$ cat src/rtl/bnn_pkg.sv
// Shared constants and helpers for the binary-weight CNN activation stages.
package bnn_pkg;

    localparam int ACT_W  = 8;
    localparam int ACC_W  = 32;
    localparam int L1_DIM = 24;
    localparam int L2_DIM = 8;
    localparam int KSIZE  = 5;

    typedef enum logic [1:0] {
        FR_IDLE,
        FR_RUN,
        FR_FINISHED,
        FR_ABORTED
    } frame_state_e;

    function automatic logic [ACT_W-1:0] sat_u8(input logic signed [ACC_W-1:0] v);
        if (v < 0) begin
            return '0;
        end else if (v > 255) begin
            return '1;
        end else begin
            return v[ACT_W-1:0];
        end
    endfunction

endpackage

$ cat src/rtl/pool_linebuf.sv
// Simple dual-port line buffer: one write port, one registered read port.
module pool_linebuf #(
    parameter int DEPTH = 12,
    parameter int AW    = 4,
    parameter int DW    = 32
) (
    input  logic          clk,
    input  logic          we,
    input  logic [AW-1:0] waddr,
    input  logic [DW-1:0] wdata,
    input  logic          re,
    input  logic [AW-1:0] raddr,
    output logic [DW-1:0] rdata
);

    logic [DW-1:0] mem_q [DEPTH];
    logic [DW-1:0] rdata_q, rdata_d;

    always_comb begin
        rdata_d = rdata_q;
        if (re) begin
            rdata_d = mem_q[raddr];
        end
    end

    always_ff @(posedge clk) begin
        if (we) begin
            mem_q[waddr] <= wdata;
        end
        rdata_q <= rdata_d;
    end

    assign rdata = rdata_q;

endmodule

$ cat src/rtl/conv_pool_quant.sv
// 2x2 stride-2 max pooling of the conv stream, followed by shift and u8 clamp.
module conv_pool_quant
    import bnn_pkg::*;
#(
    parameter int W0    = L1_DIM,
    parameter int W1    = L2_DIM,
    parameter int SHIFT = 0
) (
    input  logic                    clk,
    input  logic                    rst,
    input  logic                    start,
    input  logic                    state,
    input  logic signed [ACC_W-1:0] din,
    input  logic                    ivalid,
    input  logic                    idone,
    output logic [ACT_W-1:0]        dout,
    output logic                    ovalid,
    output logic                    done,
    output logic                    err
);

    localparam int CW = $clog2(W0);
    localparam int AW = CW - 1;

    frame_state_e fs_q, fs_d;

    logic                    layer_q, layer_d;
    logic [CW-1:0]           col_q, col_d, row_q, row_d, wmax;
    logic signed [ACC_W-1:0] hold_q, hold_d, hmax_q, hmax_d;
    logic                    hv_q, hv_d, hodd_q, hodd_d, hlast_q, hlast_d;
    logic [AW-1:0]           hidx_q, hidx_d;
    logic [ACT_W-1:0]        dout_q, dout_d;
    logic                    ovalid_q, ovalid_d, last_out_q, last_out_d;
    logic                    done_q, done_d, err_q, err_d;

    logic                    run_ok, accept, pix_last, frame_done_now, abort;
    logic                    rd_en, we;
    logic [AW-1:0]           rd_addr;
    logic signed [ACC_W-1:0] lb_rdata, p, p_shr;

    assign wmax           = layer_q ? CW'(W1 - 1) : CW'(W0 - 1);
    assign accept         = start && ivalid && run_ok;
    assign pix_last       = (col_q == wmax) && (row_q == wmax);
    // A pixel completing the frame in the same cycle as idone counts as completed.
    assign frame_done_now = (fs_q == FR_FINISHED) || (accept && pix_last);
    assign abort          = start && idone && !frame_done_now && (fs_q != FR_ABORTED);

    always_ff @(posedge clk) begin
        if (rst) begin
            fs_q <= FR_IDLE;
        end else begin
            fs_q <= fs_d;
        end
    end

    always_comb begin
        fs_d = fs_q;
        if (!start) begin
            fs_d = FR_IDLE;
        end else begin
            unique case (fs_q)
                FR_IDLE, FR_RUN: begin
                    if (accept && pix_last) begin
                        fs_d = FR_FINISHED;
                    end else if (abort) begin
                        fs_d = FR_ABORTED;
                    end else begin
                        fs_d = FR_RUN;
                    end
                end
                default: fs_d = fs_q;
            endcase
        end
    end

    always_comb begin
        run_ok = (fs_q == FR_IDLE) || (fs_q == FR_RUN);
    end

    always_comb begin
        layer_d = start ? layer_q : state;
        col_d   = col_q;
        row_d   = row_q;
        hold_d  = hold_q;
        hv_d    = 1'b0;
        hmax_d  = hmax_q;
        hidx_d  = hidx_q;
        hodd_d  = hodd_q;
        hlast_d = hlast_q;
        rd_en   = 1'b0;
        rd_addr = col_q[CW-1:1];

        if (!start || abort) begin
            col_d = '0;
            row_d = '0;
        end else if (accept) begin
            if (col_q == wmax) begin
                col_d = '0;
                row_d = (row_q == wmax) ? '0 : row_q + 1'b1;
            end else begin
                col_d = col_q + 1'b1;
            end
        end

        // Horizontal pair; the line buffer read is launched now so it lands with hmax_q.
        if (accept) begin
            if (!col_q[0]) begin
                hold_d = din;
            end else begin
                hv_d    = !abort;
                hmax_d  = (din > hold_q) ? din : hold_q;
                hidx_d  = col_q[CW-1:1];
                hodd_d  = row_q[0];
                hlast_d = pix_last;
                rd_en   = row_q[0];
            end
        end

        we         = hv_q && !hodd_q;
        p          = (hmax_q > lb_rdata) ? hmax_q : lb_rdata;
        p_shr      = p >>> SHIFT;
        ovalid_d   = hv_q && hodd_q && start && !abort;
        dout_d     = ovalid_d ? sat_u8(p_shr) : dout_q;
        last_out_d = ovalid_d && hlast_q;
        done_d     = start && (last_out_q || abort);
        err_d      = err_q || abort;
    end

    always_ff @(posedge clk) begin
        if (rst) begin
            layer_q    <= 1'b0;
            col_q      <= '0;
            row_q      <= '0;
            hold_q     <= '0;
            hv_q       <= 1'b0;
            hmax_q     <= '0;
            hidx_q     <= '0;
            hodd_q     <= 1'b0;
            hlast_q    <= 1'b0;
            dout_q     <= '0;
            ovalid_q   <= 1'b0;
            last_out_q <= 1'b0;
            done_q     <= 1'b0;
            err_q      <= 1'b0;
        end else begin
            layer_q    <= layer_d;
            col_q      <= col_d;
            row_q      <= row_d;
            hold_q     <= hold_d;
            hv_q       <= hv_d;
            hmax_q     <= hmax_d;
            hidx_q     <= hidx_d;
            hodd_q     <= hodd_d;
            hlast_q    <= hlast_d;
            dout_q     <= dout_d;
            ovalid_q   <= ovalid_d;
            last_out_q <= last_out_d;
            done_q     <= done_d;
            err_q      <= err_d;
        end
    end

    pool_linebuf #(
        .DEPTH (W0 / 2),
        .AW    (AW),
        .DW    (ACC_W)
    ) u_linebuf (
        .clk   (clk),
        .we    (we),
        .waddr (hidx_q),
        .wdata (hmax_q),
        .re    (rd_en),
        .raddr (rd_addr),
        .rdata (lb_rdata)
    );

    assign dout   = dout_q;
    assign ovalid = ovalid_q;
    assign done   = done_q;
    assign err    = err_q;

endmodule

$ cat config.mk
export PLATFORM = sky130hd
export DESIGN_NAME = conv_pool_quant
export DESIGN_NICKNAME = d
export VERILOG_FILES = /design/src/rtl/bnn_pkg.sv /design/src/rtl/pool_linebuf.sv /design/src/rtl/conv_pool_quant.sv
export SDC_FILE = /design/constraint.sdc
export NUM_CORES = 1
export LEC_CHECK = 0
export ABC_CLOCK_PERIOD_IN_PS = 4300
export CAP_MARGIN = 20
export CORE_ASPECT_RATIO = 1.75
export CORE_MARGIN = 2
export CORE_UTILIZATION = 55
export DETAILED_ROUTE_END_ITERATION = 16
export PLACE_DENSITY_LB_ADDON = 0.15
export SLEW_MARGIN = 20
export SYNTH_ARGS = -nofsm -noshare
export SYNTH_HDL_FRONTEND = slang
export SYNTH_SLANG_ARGS = --single-unit
$ cat constraint.sdc
create_clock -name clk -period 4.3 [get_ports clk]
set_clock_uncertainty 0.1 [all_clocks]
set_input_delay 0.645 -clock clk [delete_from_list [all_inputs] [get_ports clk]]
set_output_delay 0.645 -clock clk [all_outputs]
set_load 0.005 [all_outputs]
# Word level (Yosys, flattened, before mapping)
# Memory sizes are Yosys's and may differ from the RTL's. A register that Yosys moved wholly into a read port is not among the register bits.
# Cells that the tools add are included.
[totals]
ff_bits = 96
ramBits = 384
inputBits = 38
out_inout_bits = 11
memories = 1
[classes]
add_sub_neg = 2
order_cmp = 4
eq_ne = 5
muxes = 13
n_bitwise = 3
reduce_logical = 30
[mem_list]
columns = ["memory", "words", "width", "rd", "rd_ports_with_merged_regs", "write_ports", "line_no", "source"]
rows = [
  ["u_linebuf.mem_q", 12, 32, 1, 1, 1, "pool_linebuf.sv:16", "logic [DW-1:0] mem_q [DEPTH];"],
]
[op_table]
columns = ["operator", "count"]
rows = [
  ["$gt A32 B32 Y1", 2],
  ["$mux W32", 2],
  ["$gt A32 B9 Y1 const B", 1],
  ["$lt A32 B1 Y1 const B", 1],
  ["$mux W8", 2],
  ["$mux W5", 3],
  ["$logic_and A1 B1 Y1", 13],
  ["$add A5 B1 Y5 const B", 2],
  ["$eq A5 B5 Y1", 2],
  ["$reduce_and A2 Y1", 3],
  ["$reduce_or A2 Y1", 3],
  ["$logic_or A1 B1 Y1", 5],
  ["$logic_not A1 Y1", 4],
  ["$mux W1", 4],
  ["$mux W2", 2],
  ["$not A1 Y1", 3],
  ["$reduce_or A3 Y1", 1],
  ["$eq A2 B1 Y1 const B", 1],
  ["$eq A2 B2 Y1 const B", 1],
  ["$logic_not A2 Y1", 1],
  ["$ne A2 B2 Y1 const B", 1],
]

# Depth between registers and ports, before layout
# Gate-level depths: netlist of the first run.
[depth]
ltp_word = 11
depth_mapped = 11
ltp_nobuf = 10

# Cells and area by module
# Synthesis of the first run repeated with hierarchy kept, for this count alone.
[hier_totals]
hier_cells = 1353
hier_area_um2 = 21099.0
[modules_own_cells]
columns = ["mod", "n_inst", "cells_each", "area_per_inst_um2", "seq_area_each_um2"]
rows = [
  ["pool_linebuf", 1, 664, 15493.6, 12492.0],
  ["conv_pool_quant", 1, 689, 5605.4, 1901.8],
]

# Least setup slack after synthesis of the first run
# Ideal clock, no wire load.
[synth_timing]
path_kind = "register to register"
start = "register hodd_q"
end = "memory u_linebuf.mem_q[8][0], enable pin"
setup_time_ns = 0.461
arrival_ns = 3.178
required_time_ns = 3.739
slack_ns = 0.560
stages_incl_launch_ff = 4
path_buffers = 0
period_less_slack_ns = 3.740
path_cell_list = "dfxtp_1 > nand2b_1 > or3b_2 > nor3_1"
[synth_via]
elab_chain_cells = 4
[synth_lines]
columns = ["element", "line_no", "source"]
rows = [
  ["start, declared", "conv_pool_quant.sv:30", "logic hv_q, hv_d, hodd_q, hodd_d, hlast_q, hlast_d;"],
  ["start signal, assigned", "conv_pool_quant.sv:153", "hodd_q <= hodd_d;"],
  ["$logic_not A1 Y1", "conv_pool_quant.sv:119", "we = hv_q && !hodd_q;"],
  ["$logic_and A1 B1 Y1", "conv_pool_quant.sv:119", ""],
  ["$mux W1", "pool_linebuf.sv:27", "if (we) begin"],
  ["$mux W1 (implied by the code)", "pool_linebuf.sv:28", "mem_q[waddr] <= wdata;"],
  ["end, declared", "pool_linebuf.sv:16", ""],
]
# No other way between the ends.

# Worst setup path in the final report of the first run
[layout_timing]
start = "register hmax_q[21]"
end = "register dout_q[7], in the netlist dout[7]"
[layout_via]
elab_chain_cells = 5
word_cells_on_any_way = 6
cone_classes = "order compare (3); mux (3)"
[layout_lines]
columns = ["element", "line_no", "source"]
rows = [
  ["start, declared", "conv_pool_quant.sv:29", "logic signed [ACC_W-1:0] hold_q, hold_d, hmax_q, hmax_d;"],
  ["start signal, assigned", "conv_pool_quant.sv:151", "hmax_q <= hmax_d;"],
  ["$gt A32 B32 Y1", "conv_pool_quant.sv:120", "p = (hmax_q > lb_rdata) ? hmax_q : lb_rdata;"],
  ["$mux W32 *", "conv_pool_quant.sv:120", ""],
  ["$gt A32 B9 Y1", "bnn_pkg.sv:20", "end else if (v > 255) begin"],
  ["$mux W8", "bnn_pkg.sv:20", ""],
  ["$mux W8 *", "bnn_pkg.sv:18", "if (v < 0) begin"],
  ["end signal, assigned", "conv_pool_quant.sv:155", "dout_q <= dout_d;"],
  ["end, declared", "conv_pool_quant.sv:32", "logic [ACT_W-1:0] dout_q, dout_d;"],
]
# Every way passes the cells marked *; elsewhere a longest branch is shown, timed or not.
# A chain may end at the register's enable or synchronous reset.

==> results of run 1 <==
-- registers in the layout, summed over array words and instances (netlist names), 4 cells and up --
name / cells
col_q: 5
dout: 8
hidx_q: 4
row_q: 5
hmax_q: 32
u_linebuf.rdata: 32
u_linebuf.mem_q: 384
hold_q: 32
-- synthesized netlist by cell type, types with 3 or more instances --
cell type / instances
edfxtp_1: 416
nand2_1: 134
mux4_2: 96
dfxtp_1: 95
inv_1: 67
ha_1: 66
mux2i_1: 66
a21oi_1: 64
nor2_1: 64
o21ai_0: 39
a211oi_1: 36
clkbuf_1: 36
buf_1: 19
nand4_1: 16
nor4_1: 13
nand3_1: 10
nor3_1: 10
a22o_1: 8
o22a_1: 8
nand2b_1: 6
xor2_1: 6
a21o_1: 5
o211ai_1: 5
nor2b_1: 4
and4_1: 3
buf_4: 3
or3_1: 3
xnor2_1: 3
-- per-layer routing --
| layer | up-vias | GRT usage, % |
|---|---|---|
| li1 | 5273 | - |
| met1 | 5902 | 31.61 |
| met2 | 332 | 42.40 |
| met3 | 88 | 2.870 |
| met4 | 0 | 7.658 |
| met5 | - | 0 |
-- final cells by class --
type	instances	share of cell area, %
sequential	511	60.96
tap	480	2.542
clock buffer	59	5.385
clock inverter	23	0.4818
inverter	67	1.064
timing repair buffer	92	3.516
multi-input combinational	689	26.06
-- how the worst max path moves through the flow --
| stage | startpoint | end | slack (ns) | cells past startpoint |
|---|---|---|---|---|
| 6_report | hmax_q[21] | dout[7] | 0.61 | 9 |
| 5_1_grt | hmax_q[21] | dout[7] | 0.44 | 9 |
| 4_1_cts | hmax_q[21] | dout[7] | 0.62 | 9 |
| 3_5_place_dp | hmax_q[21] | dout[7] | 0.63 | 9 |
| 3_3_place_gp | hmax_q[23] | dout[7] | 0.80 | 9 |
| 2_1_floorplan | hodd_q | u_linebuf.mem_q[8][0] | 0.56 | 3 |
-- worst reg2reg max path: cells and delay by family, from the launching register on --
| kind | cells | cell delay, ns |
|---|---|---|
| flops | 1 | 0.64 |
| fa+ha+maj | 1 | 0.34 |
| compound gates | 7 | 2.36 |
| simple gates | 1 | 0.14 |
-- power breakdown --
group | internal, uW | switching [uW] | total, uW | leakage, uW
combinational | 126 | 160 | 286 | 0.00260
clock | 2090 | 1730 | 3810 | 0.000680
sequential | 5300 | 20.5 | 5320 | 0.00515
-- cells by family (layout without fill, tap and decap cells) --
kind of cell / Yosys count / after routing / synth area share, %
adders and majority gates: 66 / 66 / 3.941
muxes: 162 / 162 / 13.47
buffers and inverters: 127 / 241 / 2.371
xor gates and xnor gates: 9 / 9 / 0.3762
DFF: 511 / 511 / 68.69
AOI/OAI and AO/OA: 176 / 176 / 5.219
and+or+nand+nor: 276 / 276 / 5.930
-- per-stage QoR --
step	utilization (%)	hold slack (ns)	total power (uW)	instance area [um^2]	setup slack (ns)
global placement	59.10	0.3391	5711	22240	0.8045
detailed placement	59.10	0.3438	5716	22240	0.6297
global route	62.79	0.3769	9695	23630	0.4430
finish	62.79	0.3502	9420	23630	0.6057
floorplan	-	0.3161	5600	20950	0.5604
CTS	62.79	0.3534	9480	23630	0.6169
==> results.cfg, run 1 <==
[run_status]
status = finished, final reports clean

[floorplan]
coreArea_um2 = 37640
num_rows = 94
die_w_um = 151.5
pin_count = 49
die_area_um2 = 39740
start_util_pct = 55.67
die_y_um = 262.2

[clocking]
postCtsSetupBuffers = 0
cts_resized = 0
ctsHoldBuffers = 0
clk-insertion-delay-late_ns = 0.56
h-tree-depth = 2
cts.sinks = 511
numCtsBuffers = 45
cts_buffer_depth = 3
cts_tree = done
clk_pin_slew_ns = 0.07
clockRootBuffer = clkbuf_16

[place]
dp.cells = 1839
hpwl_mm = 28.60
place_congestion = 0.8159
place.port_buffers = 48

[worst_setup_path]
r2r-start = hmax_q[21]
crit_fanout = 15
path_cells = ha_1, a21oi_1, o21ai_0, a221oi_1, nand3_1, a211oi_1, o2111ai_1, o22a_1, a22o_1
max_stage_delay_ns = 0.64
r2r_slack_ns = 0.61
crit_family = compound AO/OA/AOI/OAI gates
worstRegToRegCells = 9
critPathLaunchType = flop
critPathKind = flop to flop
cp_slowest_cell = dfxtp_1
crit_arrival_ns = 4.04
critPathCaptureType = flop
cp_num_buf_inv = 0
crit_required_ns = 4.65
r2r_end = dout[7]

[layout]
layout_common_cells = edfxtp_1, nand2_1, mux4_2
n_antenna_cell = 0
final_cells = 1921
layout_commonest_cell = edfxtp_1
nFillCells = 2773
layout-drive-gt1-share_pct = 15.96
layout-area-overhead-vs-synth_pct = 12.77
final_nets = 1510
ff_latch_area_um2 = 14400
multi_input_comb_area_um2 = 6157

[global_routing]
grt_max_degree = 100
first_global_vias = 12050
grt_usage_pct = 24.25
grt_pass1_wl_mm = 71.06
grt_antenna_before_repair = 0
overflow = 0

[hold_path]
whs_path_depth = 2
min-delay-start = hlast_q
hold_path_end = hlast_q
min_path_type = flop to flop

[timing]
grt_setup_unrepaired = false
period_share_pct = 85.91
fmax_ghz = 0.2707
tns_ns = 0
setup_viol = 0
min_period_ns = 3.694
slew_violations = 0
hold_viol = 0
relSlewSlack_pct = 37.20
tightest_slew_ns = 0.9398

[logic_synthesis]
ys_types = 50
yosysTopAreaCellShare_pct = 59.62
ys_seq_elements = 511
synth_top_flop_cell = edfxtp_1
synth_fp_nets = 1431
synth.area.top_cells = edfxtp_1, mux4_2, dfxtp_1, ha_1, mux2i_1
synth_cells = 1327
async_flop_share_pct = 0
ys_warn_count = 0
syn_avg_cell_area_um2 = 15.79
synth_edf_count = 416
synthesis.area_um2 = 20950
yosysSeqAreaShare_pct = 68.69
synth_area_leader_cell = edfxtp_1

[routing]
wl_per_cell_um = 24.28
via_per_inst = 6.036
dr_wl_met3_mm = 2.284
drtAntennaViolNets = 0
wl_met1_mm = 18.19
finalWirelength_mm = 46.64
top_layer = met4
dr_wl_met2_mm = 24.69
drt_iter0_markers = 870
post-route-drc-count = 0
dr.pass1.iters = 5
vias = 11600

[power]
leakagePower_uw = 0.008429
powerDensity_nw_per_um2 = 398.6
vdd_drop_max_v = 0.0003113

[flow_run]
cap_viol_max_count = 0
Note: power is estimated with default switching activity, not from simulation.
==> run 2: changes to the inputs <==
--- a/config.mk
+++ b/config.mk
@@ -11,6 +11,7 @@
 export CORE_MARGIN = 2
 export CORE_UTILIZATION = 55
 export DETAILED_ROUTE_END_ITERATION = 16
+export HOLD_SLACK_MARGIN = 0.03
 export PLACE_DENSITY_LB_ADDON = 0.15
 export SLEW_MARGIN = 20
 export SYNTH_ARGS = -nofsm -noshare
==> results of run 2 <==
The final DEF is identical to that of run 1; final timing and power are the same.
==> run 3: changes to the inputs <==
--- a/config.mk
+++ b/config.mk
@@ -5,11 +5,13 @@
 export SDC_FILE = /design/constraint.sdc
 export NUM_CORES = 1
 export LEC_CHECK = 0
-export ABC_CLOCK_PERIOD_IN_PS = 4300
+export ABC_CLOCK_PERIOD_IN_PS = 3420
 export CAP_MARGIN = 20
+export CELL_PAD_IN_SITES_DETAIL_PLACEMENT = 1
+export CELL_PAD_IN_SITES_GLOBAL_PLACEMENT = 1
 export CORE_ASPECT_RATIO = 1.75
 export CORE_MARGIN = 2
-export CORE_UTILIZATION = 55
+export CORE_UTILIZATION = 53
 export DETAILED_ROUTE_END_ITERATION = 16
 export HOLD_SLACK_MARGIN = 0.03
 export PLACE_DENSITY_LB_ADDON = 0.15
==> constraint.sdc (replaced) <==
create_clock -name clk -period 3.42 [get_ports clk]
set_clock_uncertainty 0.1 [all_clocks]
set_input_delay 0.513 -clock clk [delete_from_list [all_inputs] [get_ports clk]]
set_output_delay 0.513 -clock clk [all_outputs]
set_load 0.1 [all_outputs]
==> run 3 against run 2 <==
  * Power increased by 28%
  * Largest power group unchanged
  * Critical path type unchanged
  * Critical endpoint is now dout[2]
  * Worst hold slack lost 0.088 ns
  * Register-to-register slack got worse by 0.38 ns
  * Clock-buffer cell count is 3 lower
  * Largest cell class unchanged
  * Combinational power is 47% higher
  * Die area grew 3.7%
==> results.cfg, run 3 (same netlist as run 1, synthesis figures left out) <==
[timing]
setup_slack_ns = 0.2217
tightest_slew_ns = 0.9754
period_share_pct = 93.52
slew_violations = 0
min_period_ns = 3.198
relSlewSlack_pct = 34.77
hold_ws_ns = 0.2627
grt_setup_unrepaired = false
fmax_ghz = 0.3127
setup_viol = 0
hold_viol = 0

[global_routing]
overflow = 0
first_global_vias = 13390
grt_max_degree = 101
grt_pass1_wl_mm = 80.25
grt_antenna_before_repair = 0
grt_usage_pct = 26.23

[layout]
layout-drive-gt1-share_pct = 18.76
layout-area-overhead-vs-synth_pct = 15.14
largest_register_ff_count = 384
top_register = u_linebuf.mem_q
nFillCells = 3580
layout_common_cells = edfxtp_1, nand2_1, mux4_2
n_antenna_cell = 0
final_area_um2 = 24130
layout_commonest_cell = edfxtp_1
final_nets = 1558

[worst_setup_path]
critPathKind = flop to flop
worstRegToRegCells = 11
critPathLaunchType = flop
crit_fanout = 8
crit_arrival_ns = 3.56
crit_required_ns = 3.78
critPathCaptureType = flop
r2r_slack_ns = 0.22

[clocking]
numCtsBuffers = 45
clk-insertion-delay-late_ns = 0.58
cts_tree = done
h-tree-depth = 2
ctsHoldBuffers = 0
cts_buffer_depth = 3
clk_pin_slew_ns = 0.07
postCtsSetupBuffers = 0
cts.sinks = 511
cts_resized = 0
clockRootBuffer = clkbuf_16

[power]
powerDensity_nw_per_um2 = 499.7
leakagePower_uw = 0.008694
vdd_drop_max_v = 0.0004334
switching_share_pct = 20.64
seqPwrFrac_pct = 55.4
power_frac_clock_pct = 41.1
switchingPower_uw = 2489
p_comb_share_pct = 3.5
power.total_uw = 12060
internal_power_uw = 9567

[hold_path]
min_path_type = input port to flop
whs_path_depth = 3

[routing]
drt_iter0_markers = 872
wl_per_cell_um = 26.29
finalWirelength_mm = 51.97
vias = 12150
via_per_inst = 6.146
dr.pass1.iters = 5
drtAntennaViolNets = 0
post-route-drc-count = 0

[place]
pre_cts_slack_ns = -0.002500
hpwl_mm = 32.54
place.port_buffers = 48
place_congestion = 0.8350
post_dp_cell_area_um2 = 22720

[floorplan]
die_w_um = 154.3
die_y_um = 267.0
die_area_um2 = 41200
num_rows = 96
coreArea_um2 = 39160
pin_count = 49
start_util_pct = 53.51

[run_status]
status = finished, final reports clean

[flow_run]
cap_viol_max_count = 0
-- run 3: cell count changes in the layout (fill, tap and decap cells not counted), sizes merged --
cell	change
buf	+52
clkdlybuf4s50	-4
clkinv	-2
bufinv	+3
clkbuf	-3
-- run 3: routing by layer --
layer  track usage [%]  vias to the layer above  wire length, um
li1                  -                     5367                -
met1             32.57                     6265            20330
met2             46.76                      381            27520
met3             2.923                      137             2026
met4             11.16                        0             2092
met5                 0                        -                0
-- run 3: worst paths after layout --
kind | start | endpoint
worst max-delay path | u_linebuf.rdata[7] | dout[2]
worst min-delay path | rst | fs_q[1]
worst max register to register | u_linebuf.rdata[7] | dout[2]
worst min register to register | hlast_q | last_out_q
-- run 3: worst max-delay path, stage by stage (launching register included) --
cell and delay [ns]:
edfxtp_1 0.43, inv_1 0.10, ha_1 0.27, a21oi_1 0.19, o21ai_0 0.15, a221oi_1 0.38, o211ai_1 0.19, a211oi_1 0.43
o2111ai_1 0.19, buf_4 0.22, o22a_1 0.24, a22o_1 0.19
-- run 3: cell type report --
class / instances / area (um^2) / share of cell area (%)
Multi-Input combinational cell: 689 / 6170 / 25.57
Clock buffer: 56 / 1189 / 4.927
Sequential cell: 511 / 14400 / 59.70
Timing Repair Buffer: 140 / 1281 / 5.311
Tap cell: 490 / 613.1 / 2.541
Clock inverter: 24 / 217.7 / 0.9024
Inverter: 67 / 251.5 / 1.042
-- run 3: stage by stage --
| step | setup TNS [ns] | cells | util [%] |
|---|---|---|---|
| after floorplan | 0 | 1327 | - |
| after global placement | 0 | 1897 | 58.02 |
| after detailed placement | -0.002500 | 1897 | 58.02 |
| after CTS | 0 | 1977 | 61.61 |
| after global routing | 0 | 1977 | 61.61 |
| final | 0 | 1977 | 61.61 |
-- run 3: power groups by stage --
| stage | combinational, uW | sequential [uW] | clock (uW) |
|---|---|---|---|
| 2_1_floorplan | 220 | 6830 | 0 |
| 3_3_place_gp | 409 | 6820 | 0 |
| 3_5_place_dp | 425 | 6820 | 0 |
| 4_1_cts | 427 | 6680 | 5030 |
| 5_1_grt | 465 | 6680 | 5230 |
| 6_report | 419 | 6680 | 4950 |
